--- config.mk ---
export PLATFORM = sky130hd
export DESIGN_NAME = alu_issue
export DESIGN_NICKNAME = d
export VERILOG_FILES = /design/src/rtl/alu_issue.sv
export SDC_FILE = /design/constraint.sdc
export NUM_CORES = 1
export LEC_CHECK = 0
export BUFFER_PORTS_ARGS = -buffer_cell sky130_fd_sc_hd__buf_4
export CORE_UTILIZATION = 24
export DETAILED_ROUTE_END_ITERATION = 16
export PLACE_DENSITY_LB_ADDON = 0.2
export RECOVER_POWER = 25
export SLEW_MARGIN = 20
export SYNTH_ARGS = -nofsm -noshare
export SYNTH_HDL_FRONTEND = slang
export SYNTH_SLANG_ARGS = --single-unit
export TNS_END_PERCENT = 20
--- constraint.sdc ---
create_clock -name CLK -period 2.25 [get_ports CLK]
set_clock_uncertainty 0.2 [all_clocks]
set_input_delay 0 -clock CLK [delete_from_list [all_inputs] [get_ports CLK]]
set_output_delay 0 -clock CLK [all_outputs]
set_load 0.05 [all_outputs]
--- src/rtl/alu_issue.sv ---
// alu_issue -- single-entry issue register between decode and the ALU stage.
//
// Purpose:
//   Accepts one decoded instruction per cycle from upstream (valid/ready
//   handshake), translates opcode/funct3/funct7b5 into a 5-bit ALU operation
//   code, selects the A/B operands and holds them in a registered entry until
//   the ALU stage consumes them (ex_ready). Undecodable instructions still
//   occupy the entry but are tagged with illegal=1 and ALU_operation=00000.
//
// Optional feature (macro ALU_ISSUE_FWD_EN):
//   When defined, each register operand is taken from the EX/MEM writeback
//   candidate if it targets the same non-zero register, else from the MEM/WB
//   candidate, else from the register file (MEM has priority over WB).
//   When undefined, the forwarding ports exist but are ignored.
//
// Ports:
//   CLK            in   rising-edge clock
//   RSTa           in   asynchronous active-high reset
//   in_valid       in   upstream offers an instruction
//   in_ready       out  entry can accept this cycle (combinational)
//   opcode         in   [6:0] instruction opcode
//   funct3         in   [2:0] instruction funct3
//   funct7b5       in   bit 5 of funct7 (ADD/SUB select)
//   rs1_addr       in   [4:0] source register 1 index
//   rs2_addr       in   [4:0] source register 2 index
//   rs1_data       in   [tamanyo-1:0] register file read 1
//   rs2_data       in   [tamanyo-1:0] register file read 2
//   imm            in   [tamanyo-1:0] sign-extended immediate
//   mem_we         in   EX/MEM writeback enable
//   mem_rd         in   [4:0] EX/MEM destination register
//   mem_data       in   [tamanyo-1:0] EX/MEM writeback value
//   wb_we          in   MEM/WB writeback enable
//   wb_rd          in   [4:0] MEM/WB destination register
//   wb_data        in   [tamanyo-1:0] MEM/WB writeback value
//   flush          in   discard held and incoming instruction
//   ex_ready       in   ALU stage consumes the held entry this cycle
//   out_valid      out  held entry is valid
//   illegal        out  held entry could not be decoded
//   A, B           out  [tamanyo-1:0] registered ALU operands
//   ALU_operation  out  [4:0] registered ALU operation code

module alu_issue #(
  parameter int tamanyo = 32
) (
  input  logic               CLK,
  input  logic               RSTa,
  input  logic               in_valid,
  output logic               in_ready,
  input  logic [6:0]         opcode,
  input  logic [2:0]         funct3,
  input  logic               funct7b5,
  input  logic [4:0]         rs1_addr,
  input  logic [4:0]         rs2_addr,
  input  logic [tamanyo-1:0] rs1_data,
  input  logic [tamanyo-1:0] rs2_data,
  input  logic [tamanyo-1:0] imm,
  input  logic               mem_we,
  input  logic [4:0]         mem_rd,
  input  logic [tamanyo-1:0] mem_data,
  input  logic               wb_we,
  input  logic [4:0]         wb_rd,
  input  logic [tamanyo-1:0] wb_data,
  input  logic               flush,
  input  logic               ex_ready,
  output logic               out_valid,
  output logic               illegal,
  output logic [tamanyo-1:0] A,
  output logic [tamanyo-1:0] B,
  output logic [4:0]         ALU_operation
);

  localparam logic [6:0] OPC_REG    = 7'b0110011;
  localparam logic [6:0] OPC_IMM    = 7'b0010011;
  localparam logic [6:0] OPC_BRANCH = 7'b1100011;
  localparam logic [6:0] OPC_LOAD   = 7'b0000011;
  localparam logic [6:0] OPC_STORE  = 7'b0100011;

  localparam logic [4:0] ALU_NONE = 5'b00000;
  localparam logic [4:0] ALU_ADD  = 5'b00001;
  localparam logic [4:0] ALU_SUB  = 5'b00010;
  localparam logic [4:0] ALU_ADDR = 5'b00011;
  localparam logic [4:0] ALU_AND  = 5'b00100;
  localparam logic [4:0] ALU_OR   = 5'b00101;
  localparam logic [4:0] ALU_BLT  = 5'b00110;
  localparam logic [4:0] ALU_BGE  = 5'b00111;
  localparam logic [4:0] ALU_XOR  = 5'b01001;
  localparam logic [4:0] ALU_BEQ  = 5'b01010;

  logic               r_outValid;
  logic               r_illegal;
  logic [tamanyo-1:0] r_a;
  logic [tamanyo-1:0] r_b;
  logic [4:0]         r_aluOp;

  logic               w_load;
  logic [4:0]         w_aluOp;
  logic               w_illegal;
  logic               w_useImm;
  logic [tamanyo-1:0] w_src1;
  logic [tamanyo-1:0] w_src2;
  logic [tamanyo-1:0] w_opB;

  // The entry can take a new instruction when empty or when its current
  // occupant leaves in the same cycle.
  assign in_ready = !r_outValid || ex_ready;
  assign w_load   = in_valid && in_ready && !flush;

  // Decode: translate the instruction fields into an ALU operation and decide
  // whether B comes from the immediate. Anything not recognised is flagged
  // illegal with a null operation but still travels down the pipe.
  always_comb begin
    w_aluOp   = ALU_NONE;
    w_illegal = 1'b0;
    w_useImm  = 1'b0;
    case (opcode)
      OPC_REG, OPC_IMM: begin
        w_useImm = (opcode == OPC_IMM);
        case (funct3)
          3'b000:  w_aluOp = (opcode == OPC_REG && funct7b5) ? ALU_SUB : ALU_ADD;
          3'b111:  w_aluOp = ALU_AND;
          3'b110:  w_aluOp = ALU_OR;
          3'b100:  w_aluOp = ALU_XOR;
          default: w_illegal = 1'b1;
        endcase
      end
      OPC_BRANCH: begin
        case (funct3)
          3'b000:  w_aluOp = ALU_BEQ;
          3'b100:  w_aluOp = ALU_BLT;
          3'b101:  w_aluOp = ALU_BGE;
          default: w_illegal = 1'b1;
        endcase
      end
      OPC_LOAD, OPC_STORE: begin
        w_aluOp  = ALU_ADDR;
        w_useImm = 1'b1;
      end
      default: w_illegal = 1'b1;
    endcase
    if (w_illegal) begin
      w_aluOp = ALU_NONE;
    end
  end

`ifdef ALU_ISSUE_FWD_EN
  // Operand bypass: the younger EX/MEM result wins over MEM/WB, and register
  // x0 is never forwarded since it is hardwired to zero.
  always_comb begin
    w_src1 = rs1_data;
    if (mem_we && (mem_rd != 5'd0) && (mem_rd == rs1_addr)) begin
      w_src1 = mem_data;
    end else if (wb_we && (wb_rd != 5'd0) && (wb_rd == rs1_addr)) begin
      w_src1 = wb_data;
    end
    w_src2 = rs2_data;
    if (mem_we && (mem_rd != 5'd0) && (mem_rd == rs2_addr)) begin
      w_src2 = mem_data;
    end else if (wb_we && (wb_rd != 5'd0) && (wb_rd == rs2_addr)) begin
      w_src2 = wb_data;
    end
  end
`else
  // Without bypassing the register file values are used as-is; the
  // forwarding inputs are folded into a sink so they stay connected.
  logic w_unusedFwd;
  assign w_src1      = rs1_data;
  assign w_src2      = rs2_data;
  assign w_unusedFwd = ^{mem_we, mem_rd, mem_data, wb_we, wb_rd, wb_data,
                         rs1_addr, rs2_addr};
`endif

  // The immediate is never subject to forwarding.
  assign w_opB = w_useImm ? imm : w_src2;

  // Entry register. Flush only kills the valid bit; the data fields may keep
  // stale contents because nothing downstream looks at them while invalid.
  // While the entry is held without ex_ready, no field is written.
  always_ff @(posedge CLK or posedge RSTa) begin
    if (RSTa) begin
      r_outValid <= 1'b0;
      r_illegal  <= 1'b0;
      r_a        <= '0;
      r_b        <= '0;
      r_aluOp    <= ALU_NONE;
    end else if (flush) begin
      r_outValid <= 1'b0;
    end else if (w_load) begin
      r_outValid <= 1'b1;
      r_illegal  <= w_illegal;
      r_a        <= w_src1;
      r_b        <= w_opB;
      r_aluOp    <= w_aluOp;
    end else if (ex_ready) begin
      r_outValid <= 1'b0;
    end
  end

  assign out_valid     = r_outValid;
  assign illegal       = r_illegal;
  assign A             = r_a;
  assign B             = r_b;
  assign ALU_operation = r_aluOp;

endmodule

# [Yosys cells after proc, flatten, opt, wreduce, memory -nomap -nowiden]
# Cells that the tools add are included.
[classes] mux=13 n_eq_ne=9 reduce_logical=13 n_bitwise=1
[ops] cell="2-to-1 mux 32 bit" n=1
[ops] cell="one-hot mux 4 bit (3 select lines)" n=2
[ops] cell="one-hot mux 4 bit (4 select lines)" n=1
[ops] cell="== test 7 x 6 -> 1 bit, second input constant" n=2
[ops] cell="== test 3 bit, second input constant" n=4
[ops] cell="== test 7 x 2 -> 1 bit, second input constant" n=1
[ops] cell="== test 7 x 5 -> 1 bit, second input constant" n=1
[ops] cell="== test 7 bit, second input constant" n=1
[ops] cell="2-to-1 mux 1 bit" n=5
[ops] cell="2-to-1 mux 5 bit" n=1
[ops] cell="OR reduction 2 bit" n=2
[ops] cell="OR reduction 4 bit" n=1
[ops] cell="logical AND 1 bit" n=3
[ops] cell="zero test 3 bit" n=1
[ops] cell="one-hot mux 1 bit (3 select lines)" n=1
[ops] cell="nonzero test 3 bit" n=1
[ops] cell="OR reduction 3 bit" n=1
[ops] cell="zero test 1 bit" n=2
[ops] cell="2-to-1 mux 2 bit" n=1
[ops] cell="one-hot mux 1 bit (2 select lines)" n=1
[ops] cell="AND reduction 2 bit" n=1
[ops] cell="logical OR 1 bit" n=1
[ops] cell="inverter 1 bit" n=1
[word_totals] word_cells=41 output_inout_bits=72 ff_bits=71 input_bits=198

# [Longest topological paths before layout]
# Gate-level depths: netlist (run 1).
[logic_depth] word_depth=6 depth_mapped=7 mapped_depth_nobuf=5

# [Least setup slack after synthesis (run 1)]
# OpenSTA, ideal clock, no wires.
[synth_path] kind="flip-flop to flip-flop" from="register r_outValid, in the netlist out_valid" to="register r_b[26], in the netlist B[26]" path_stages_with_launch=7 period_less_slack_ns=2.115 arrival_ns=1.788 required_ns=1.923 slack_ns=0.135 path_buffers=2 setup_time_ns=0.127 cell_sequence="dfrtp_1 nor2b_1 inv_1 nand3b_1 buf_4 buf_2 o21ai_0"
[synth_via] elab_chain_cells=5
[synth_lines] item="start, declared" line_no="89" source="logic r_outValid;"
[synth_lines] item="start signal, assigned" line_no="180" source="r_outValid <= 1'b0;"
[synth_lines] item="start signal, assigned" line_no="186" source="r_outValid <= 1'b0;"
[synth_lines] item="start signal, assigned" line_no="188" source="r_outValid <= 1'b1;"
[synth_lines] item="zero test 1 bit" line_no="105" source="assign in_ready = !r_outValid || ex_ready;"
[synth_lines] item="logical OR 1 bit" line_no="105"
[synth_lines] item="net in_ready" line_no="48" source="output logic in_ready,"
[synth_lines] item="logical AND 1 bit (2 in series)" line_no="106" source="assign w_load = in_valid && in_ready && !flush;"
[synth_lines] item="AND reduction 2 bit (no line)"
[synth_lines] item="end signal, assigned" line_no="191" source="r_b <= w_opB;"
[synth_lines] item="end, declared" line_no="92" source="logic [tamanyo-1:0] r_b;"
# The timed path passes the listed nets, and every way through them passes these cells.
# A chain may end at the register's enable or synchronous reset.

# [Worst setup path after layout (run 1)]
[layout_path] from="register r_outValid, in the netlist out_valid" to="register r_aluOp[2], in the netlist ALU_operation[2]"
[layout_via] elab_chain_cells=5
[layout_lines] item="zero test 1 bit" line_no="105"
[layout_lines] item="logical OR 1 bit" line_no="105"
[layout_lines] item="logical AND 1 bit (2 in series)" line_no="106"
[layout_lines] item="AND reduction 2 bit (no line)"
[layout_lines] item="end signal, assigned" line_no="192" source="r_aluOp <= w_aluOp;"
[layout_lines] item="end, declared" line_no="93" source="logic [4:0] r_aluOp;"
# No other way between the ends.

==> results of run 1 <==
-- logic make-up (layout without fill, tap and decap cells) --
family	Yosys count	in the layout	share of synthesized area
AND/OR/NAND/NOR	148	148	0.1947
flip-flops	70	70	0.5654
AO/OA/AOI/OAI	45	45	0.09128
multiplexers	32	32	0.1034
buffers and inverters	21	319	0.04402
other	1	1	0.001210
-- synth_stat cells --
| cell | count |
|---|---|
| nand4b_1 | 1 |
| buf_2 | 2 |
| clkbuf_1 | 3 |
| clkbuf_2 | 2 |
| conb_1 | 1 |
| mux2i_1 | 32 |
| dfrtp_1 | 70 |
| o21ai_0 | 34 |
| a21o_1 | 1 |
| buf_6 | 3 |
| buf_4 | 8 |
| o2111a_2 | 1 |
| nor2_1 | 6 |
| o31ai_1 | 1 |
| and4bb_2 | 1 |
| inv_2 | 1 |
| a21oi_1 | 2 |
| nor2b_1 | 2 |
| nor3b_4 | 1 |
| a22o_1 | 1 |
| nand3b_1 | 2 |
| nand2_1 | 133 |
| o41ai_4 | 1 |
| o41ai_1 | 1 |
| and2b_1 | 1 |
| nand2_2 | 1 |
| a32o_1 | 3 |
| inv_1 | 2 |
-- repair_timing --
action                                  in CTS  in global routing
endpoints found under the setup margin       0                  1
hold endpoints to repair                   117                  0
setup buffers                                0                  2
hold buffers                               109                  0
resized for setup                            0                  1
-- layer usage --
layer | routed length (µm) | vias up
met4 | 209 | 0
met5 | 0 | -
met3 | 761 | 20
met1 | 4129 | 1522
met2 | 4980 | 131
li1 | - | 1624
-- critical path, stage by stage, from the launching register on --
cell           delay (ns)
dfrtp_1              0.37
nor2b_2              0.18
nor3b_4              0.27
o2111a_2             0.31
a32o_1               0.17
dlygate4sd3_1        0.54
-- sequential cells by signal, indices dropped and copies added, names as in the netlist --
name	cells
A	32
B	32
ALU_operation	4
illegal	1
out_valid	1
-- power by group --
group	switching (µW)	internal (µW)	leakage, µW
registers	94.8	1430	0.000870
logic	946	544	0.00216
clock network	539	1030	0.000162
-- metrics by stage --
step | cells | area [µm²] | util | power (µW) | setup WS, ns
after floorplan | 317 | 3098 | - | 2386 | 0.1348
after global placement | 659 | 4651 | 0.3685 | 2904 | 0.5562
after detailed placement | 659 | 4651 | 0.3685 | 2916 | 0.5645
after CTS | 784 | 6076 | 0.4815 | 4673 | 0.06992
after global routing | 787 | 6046 | 0.4791 | 4812 | 0.04747
final | 787 | 6046 | 0.4791 | 4587 | 0.1462
-- path summary, 6_finish.rpt --
check | end | cells past startpoint | slack (ns) | from
min | ALU_operation[3]$_DFFE_PP0P_ | 4 | 0.02 | opcode[5]
max reg2reg | ALU_operation[2]$_DFFE_PP0P_ | 5 | 0.15 | out_valid$_DFFE_PP0P_
min in group asynchronous | A[5]$_DFFE_PP0P_ | 3 | 0.41 | RSTa
max | ALU_operation[2]$_DFFE_PP0P_ | 5 | 0.15 | out_valid$_DFFE_PP0P_
max in group asynchronous | ALU_operation[2]$_DFFE_PP0P_ | 4 | 0.59 | RSTa
min reg2reg | A[14]$_DFFE_PP0P_ | 2 | 0.27 | A[14]$_DFFE_PP0P_
-- area by class of cell --
type,count,area [µm²]
fill,1210,6574
timing repair buffer,300,2521
clock buffer,11,252.7
inverter,3,11.26
multi-input combinational,226,1212
sequential,70,1752
tap,172,215.2
clock inverter,5,81.33
==> flow_summary_export.csv, run 1 <==
group,metric,value,unit
layout,layout.cells.most_common_list,"buf_4, nand2_1, dlygate4sd3_1",
critical_path,worst-path-max-fanout,5,
sta,hold_ws,0.02386,ns
job,drv_cap,0,
yosys,avgSynthCellArea,9.773,µm²
drt,drtIter0Drc,67,
critical_path,start_kind,"flip-flop",
global_routing,use_met3,0.04864,
clock_network,cts.sinks,70,
sta,hold_violations,0,
yosys,yosysWarningCount,0,
placed_design,gp_congestion,0.7469,
critical_path,cp.arrival,2.18,ns
drt,drt-vias-per-instance,4.189,
yosys,synth_top_area_cell,"dfrtp_1",
floorplanning,core,0.01262,mm²
placed_design,hpwl,5989,µm
clock_network,clockBufferDepth,2,
yosys,ys_ff_latch,70,
drt,vias,3297,
sta,post-route-period-util,0.9350,
clock_network,worstSkewPairLatency,0.33,ns
global_routing,antenna_found_initial,0,
sta,slew_viol_final,0,
sta,rsz0062_at_grt,"false",
placed_design,io_buffer_count,182,
sta,worst_pin_slew,1.342,ns
floorplanning,die_y,115.6,µm
clock_network,numCtsBuffers,9,
floorplanning,ios,270,
drt,dr.pass1.iters,4,
critical_path,end_kind,"flip-flop",
power_and_ir_drop,vdd_ir_drop_max,0.0004261,V
sta,setup_viol,0,
yosys,synthesis.area,0.003098,mm²
sta,slew_headroom,0.1044,
layout,layout.cells.most_common,"buf_4",
power_and_ir_drop,cellPowerDensity,758.7,mW/mm²
drt,wl_per_cell,12.81,µm
yosys,synth-seq-area-share,0.5654,
yosys,synth_top_cell_area_share,0.5654,
critical_path,criticalPathCategory,"reg2reg",
power_and_ir_drop,cellLeakagePower,0.003188,µW
hold_path,hold_path_class,"in2reg",
global_routing,gr-total-overflow,0,
global_routing,grt_max_degree,53,
floorplanning,design.die.area,0.01337,mm²
yosys,ys_top_cells_by_area,"dfrtp_1, nand2_1, mux2i_1",
yosys,syn-num-nets,515,
floorplanning,fp-row-count,41,
global_routing,grt_usage,0.1483,
global_routing,grt_pass1_vias,3285,
sta,fmax,0.4753,GHz
global_routing,use_met2,0.2519,
status,status,"complete, no violations",
floorplanning,die_x,115.6,µm
clock_network,ctsRootBufferMaster,"clkbuf_16",
drt,drc,0,
clock_network,cts_tree,"done",
layout,antenna_cells,0,
drt,finalWirelength,10080,µm
sta,period_needed,2.104,ns
layout,nets,808,
yosys,synthCells,317,
global_routing,use_met1,0.1666,
drt,ant_nets,0,
critical_path,cp.required,2.32,ns
global_routing,grt-busiest-layer,"met2",
clock_network,clk_pin_slew,0.06,ns
floorplanning,initial_utilization,0.2455,
global_routing,grt_pass1_wl,15300,µm
clock_network,htreeDepth,3,
sta,tns,0,ns
yosys,ys_types,28,
layout,area_growth,95.15,%
layout,drive_gt1_frac,0.3171,
Power figures use the tool's default switching activity.
==> inputs of run 2 (changes only) <==
- ABC_CLOCK_PERIOD_IN_PS: unset -> 2400
- clock period: 2.25 -> 2.4 ns (I/O delays scaled with it)
==> flow_summary_export.csv, run 2 (synthesis results as in run 1) <==
group,metric,value,unit
layout,nets,803,
global_routing,grt_pass1_wl,15470,µm
layout,antenna_cells,0,
sta,hold_violations,0,
floorplanning,core,0.01262,mm²
sta,hold_ws,0.02265,ns
floorplanning,die_y,115.6,µm
placed_design,gp_congestion,0.7459,
sta,worst_pin_slew,1.358,ns
clock_network,clk_pin_slew,0.06,ns
layout,final_area,0.005943,mm²
critical_path,crit_family,"buffers and inverters",
power_and_ir_drop,power,4196,µW
placed_design,placed_area,0.004626,mm²
layout,layout.cells.most_common_list,"buf_4, nand2_1, dlygate4sd3_1",
sta,rsz0062_at_grt,"false",
drt,finalWirelength,9799,µm
clock_network,cts_tree,"done",
drt,drc,0,
drt,drt-vias-per-instance,4.174,
job,drv_cap,0,
critical_path,cp_slowest_cell,"dlygate4sd3_1",
layout,layout.cells.most_common,"buf_4",
drt,wl_per_cell,12.53,µm
sta,setup_viol,0,
power_and_ir_drop,cellPowerDensity,706.1,mW/mm²
critical_path,critical_path.cell_chain,"dlygate4sd3_1 -> buf_4 -> nor2b_1 -> o41ai_4 -> dlygate4sd3_1 -> a32o_1 -> dlygate4sd3_1",
clock_network,htreeDepth,3,
critical_path,cp_num_buf_inv,4,
sta,tns,0,ns
drt,drtIter0Drc,94,
status,status,"complete, no violations",
global_routing,gr-total-overflow,0,
sta,slew_headroom,0.09357,
sta,period_needed,2.344,ns
layout,drive_gt1_frac,0.3115,
clock_network,numCtsBuffers,9,
clock_network,clockBufferDepth,2,
floorplanning,fp-row-count,41,
floorplanning,die_x,115.6,µm
power_and_ir_drop,cellLeakagePower,0.003145,µW
critical_path,start_kind,"primary input",
global_routing,grt_usage,0.1487,
critical_path,cp.required,2.40,ns
power_and_ir_drop,vdd_ir_drop_max,0.0003982,V
global_routing,grt_max_degree,63,
clock_network,worstSkewPairLatency,0.32,ns
layout,area_growth,91.84,%
floorplanning,ios,270,
sta,slew_viol_final,0,
floorplanning,design.die.area,0.01337,mm²
drt,ant_nets,0,
sta,fmax,0.4266,GHz
critical_path,end_kind,"flip-flop",
critical_path,cp.arrival,2.35,ns
hold_path,hold_path_class,"in2reg",
critical_path,path_common_cell,"dlygate4sd3_1",
global_routing,antenna_found_initial,0,
drt,vias,3264,
placed_design,hpwl,6006,µm
critical_path,criticalPathCategory,"in2reg",
clock_network,post-cts-setup-buffers,0,
critical_path,worst-path-max-fanout,8,
floorplanning,initial_utilization,0.2455,
placed_design,io_buffer_count,182,
drt,dr.pass1.iters,4,
sta,post-route-period-util,0.9768,
clock_network,ctsRootBufferMaster,"clkbuf_16",
global_routing,grt_pass1_vias,3339,
clock_network,cts.sinks,70,
critical_path,slowest_delay,0.59,ns
critical_path,rrSetupSlack,0.21,ns
[run 2: cell type report]
type                    count  area [µm²]
clock buffers              12       266.5
clock inverters             4       52.55
fillers                  1226        6676
inverters                   3       11.26
multi-input cells         226        1210
flip-flops and latches     70        1752
well taps                 172       215.2
repair buffers            295        2436
[run 2: metal layers]
metal | vias up | wire (µm) | GRT usage
met5 | - | 0 | 0
met3 | 16 | 805 | 0.04812
met2 | 119 | 4857 | 0.2659
met4 | 0 | 170 | 0.06325
met1 | 1513 | 3965 | 0.1615
li1 | 1616 | - | -
[run 2: power by group]
part           internal [µW]  total [µW]  switching (µW)
Combinational            492        1370             882
Sequential              1340        1430            89.5
Clock                    893        1390             497
[run 2: repair_timing]
item | CTS | global route
endpoints found under the hold margin | 102 | 0
hold buffers | 107 | 0
endpoints found under the setup margin | 0 | 1
gates resized for setup | 0 | 1
[run 2: worst paths after layout]
kind / from / to / cells past startpoint
max: funct3[2] / ALU_operation[1]$_DFFE_PP0P_ / 7
min in group asynchronous: RSTa / A[17]$_DFFE_PP0P_ / 3
max reg2reg: out_valid$_DFFE_PP0P_ / ALU_operation[2]$_DFFE_PP0P_ / 6
min reg2reg: A[21]$_DFFE_PP0P_ / A[21]$_DFFE_PP0P_ / 2
max in group asynchronous: RSTa / A[1]$_DFFE_PP0P_ / 4
min: opcode[4] / illegal$_DFFE_PP0P_ / 4
[run 2: worst min-delay path: cells and delay by family]
| family | cells | cell delay, ns |
|---|---|---|
| compound gates | 2 | 0.27 |
| buf+inv | 1 | 0.12 |
| simple gates | 1 | 0.11 |
[run 2: stage by stage]
step,instances,worst slack (ns),util
5_1_grt,782,0.02124,0.4710
3_5_place_dp,659,0.6081,0.3665
3_3_place_gp,659,0.6455,0.3665
6_report,782,0.05561,0.4710
2_1_floorplan,317,0.2848,-
4_1_cts,782,0.1130,0.4767
==> inputs of run 3 (changes only) <==
- BUFFER_PORTS_ARGS: -buffer_cell sky130_fd_sc_hd__buf_4 -> unset
- DONT_BUFFER_PORTS: unset -> 1
==> flow_summary_export.csv, run 3 <==
group,metric,value,unit
status,status,"aborted with a tool error",
status,stop_stage,"4_1_cts",
status,error_line,"[ERROR RSZ-0060] Max buffer count reached.",
yosys,avgSynthCellArea,9.773,µm²
yosys,ys_types,28,
yosys,synth-seq-area-share,0.5654,
yosys,yosysMostFrequentCell,"nand2_1",
floorplanning,die_x,115.6,µm
yosys,synth_top_area_cell,"dfrtp_1",
yosys,synthTopCellsByCount,"nand2_1, dfrtp_1, o21ai_0",
yosys,synth_edf_count,0,
placed_design,gp_congestion,0.7375,
clock_network,clockBufferDepth,2,
floorplanning,ios,270,
yosys,yosysWarningCount,0,
yosys,ys_top_cells_by_area,"dfrtp_1, nand2_1, mux2i_1",
clock_network,cts_hold_buf,101,
clock_network,ctsRootBufferMaster,"clkbuf_16",
clock_network,post-cts-setup-buffers,0,
yosys,synthSimpleGateAreaFrac,0.1947,
clock_network,numCtsBuffers,9,
clock_network,htreeDepth,3,
placed_design,io_buffer_count,0,
yosys,synth_top_cell_area_share,0.5654,
yosys,synthAdderAreaFrac,0,
floorplanning,die_y,115.6,µm
clock_network,cts.sinks,70,
yosys,synth_top_family_by_area,"simple AND/OR/NAND/NOR gates",
yosys,syn-num-nets,515,
clock_network,cts_resized,0,
yosys,ys.flop_type,"dfrtp_1",
placed_design,pre_cts_slack,0.6053,ns
yosys,synth-async-reset-ratio,1.000,
yosys,synthesis.area,0.003098,mm²
placed_design,hpwl,5213,µm
yosys,synth_compound_area_frac,0.09128,
placed_design,placed_area,0.003274,mm²
yosys,synthXorXnorAreaFrac,0,
yosys,ys_ff_latch,70,
yosys,synth_mux_area_frac,0.1034,
yosys,synthCells,317,
floorplanning,fp-row-count,41,
floorplanning,initial_utilization,0.2455,
## run 3: cell counts after synthesis
Identical to the previous run, type by type.
## run 3: kinds of logic after synthesis
group,Yosys count
other cells,1
simple gates,148
flops,70
compound gates,45
mux,32
buf+inv,21
## run 3: per-stage QoR
stage,cells,hold slack [ns]
detailed placement,479,-0.2663
floorplan,317,-0.1336
global placement,479,-0.2739
==> inputs of run 4 (changes only) <==
- CORE_UTILIZATION: 24 -> 20
- PLACE_DENSITY_LB_ADDON: 0.2 -> 0.15
==> flow_summary_export.csv, run 4 <==
group,metric,value,unit
status,status,"aborted with a tool error",
status,stop_stage,"4_1_cts",
status,error_line,"[ERROR RSZ-0060] Max buffer count reached.",
yosys,synth-async-reset-ratio,1.000,
yosys,synth_compound_area_frac,0.09128,
yosys,synthTopCellsByCount,"nand2_1, dfrtp_1, o21ai_0",
floorplanning,ios,270,
clock_network,numCtsBuffers,9,
clock_network,cts_hold_buf,104,
yosys,yosysMostFrequentCell,"nand2_1",
floorplanning,die_x,126.5,µm
yosys,synth_edf_count,0,
yosys,synthXorXnorAreaFrac,0,
yosys,synth_mux_area_frac,0.1034,
clock_network,ctsRootBufferMaster,"clkbuf_16",
yosys,avgSynthCellArea,9.773,µm²
yosys,synthesis.area,0.003098,mm²
clock_network,post-cts-setup-buffers,0,
yosys,synthCells,317,
placed_design,dp.cells,494,
yosys,synth_top_area_cell,"dfrtp_1",
yosys,ys_ff_latch,70,
clock_network,cts.sinks,70,
yosys,ys_types,28,
yosys,ys.flop_type,"dfrtp_1",
floorplanning,fp-row-count,45,
placed_design,hpwl,5159,µm
yosys,synth-seq-area-share,0.5654,
yosys,syn-num-nets,515,
yosys,synthAdderAreaFrac,0,
floorplanning,initial_utilization,0.2045,
placed_design,io_buffer_count,0,
yosys,yosysWarningCount,0,
clock_network,htreeDepth,3,
clock_network,cts_resized,0,
yosys,ys_top_cells_by_area,"dfrtp_1, nand2_1, mux2i_1",
placed_design,gp_congestion,0.7318,
yosys,synth_top_family_by_area,"simple AND/OR/NAND/NOR gates",
yosys,synth_top_cell_area_share,0.5654,
clock_network,clockBufferDepth,2,
floorplanning,die_y,126.5,µm
yosys,synthSimpleGateAreaFrac,0.1947,
==> run 4: cell families after synthesis <==
logic type,count (synthesis)
compound gates,45
buf+inv,21
flops,70
mux,32
other cells,1
simple gates,148
==> run 4: through the flow <==
stage | setup slack, ns | hold WS [ns] | cell area [µm²]
2_1_floorplan | 0.2848 | -0.1336 | 3098
3_3_place_gp | 0.6527 | -0.2188 | 3299
3_5_place_dp | 0.5910 | -0.2144 | 3299
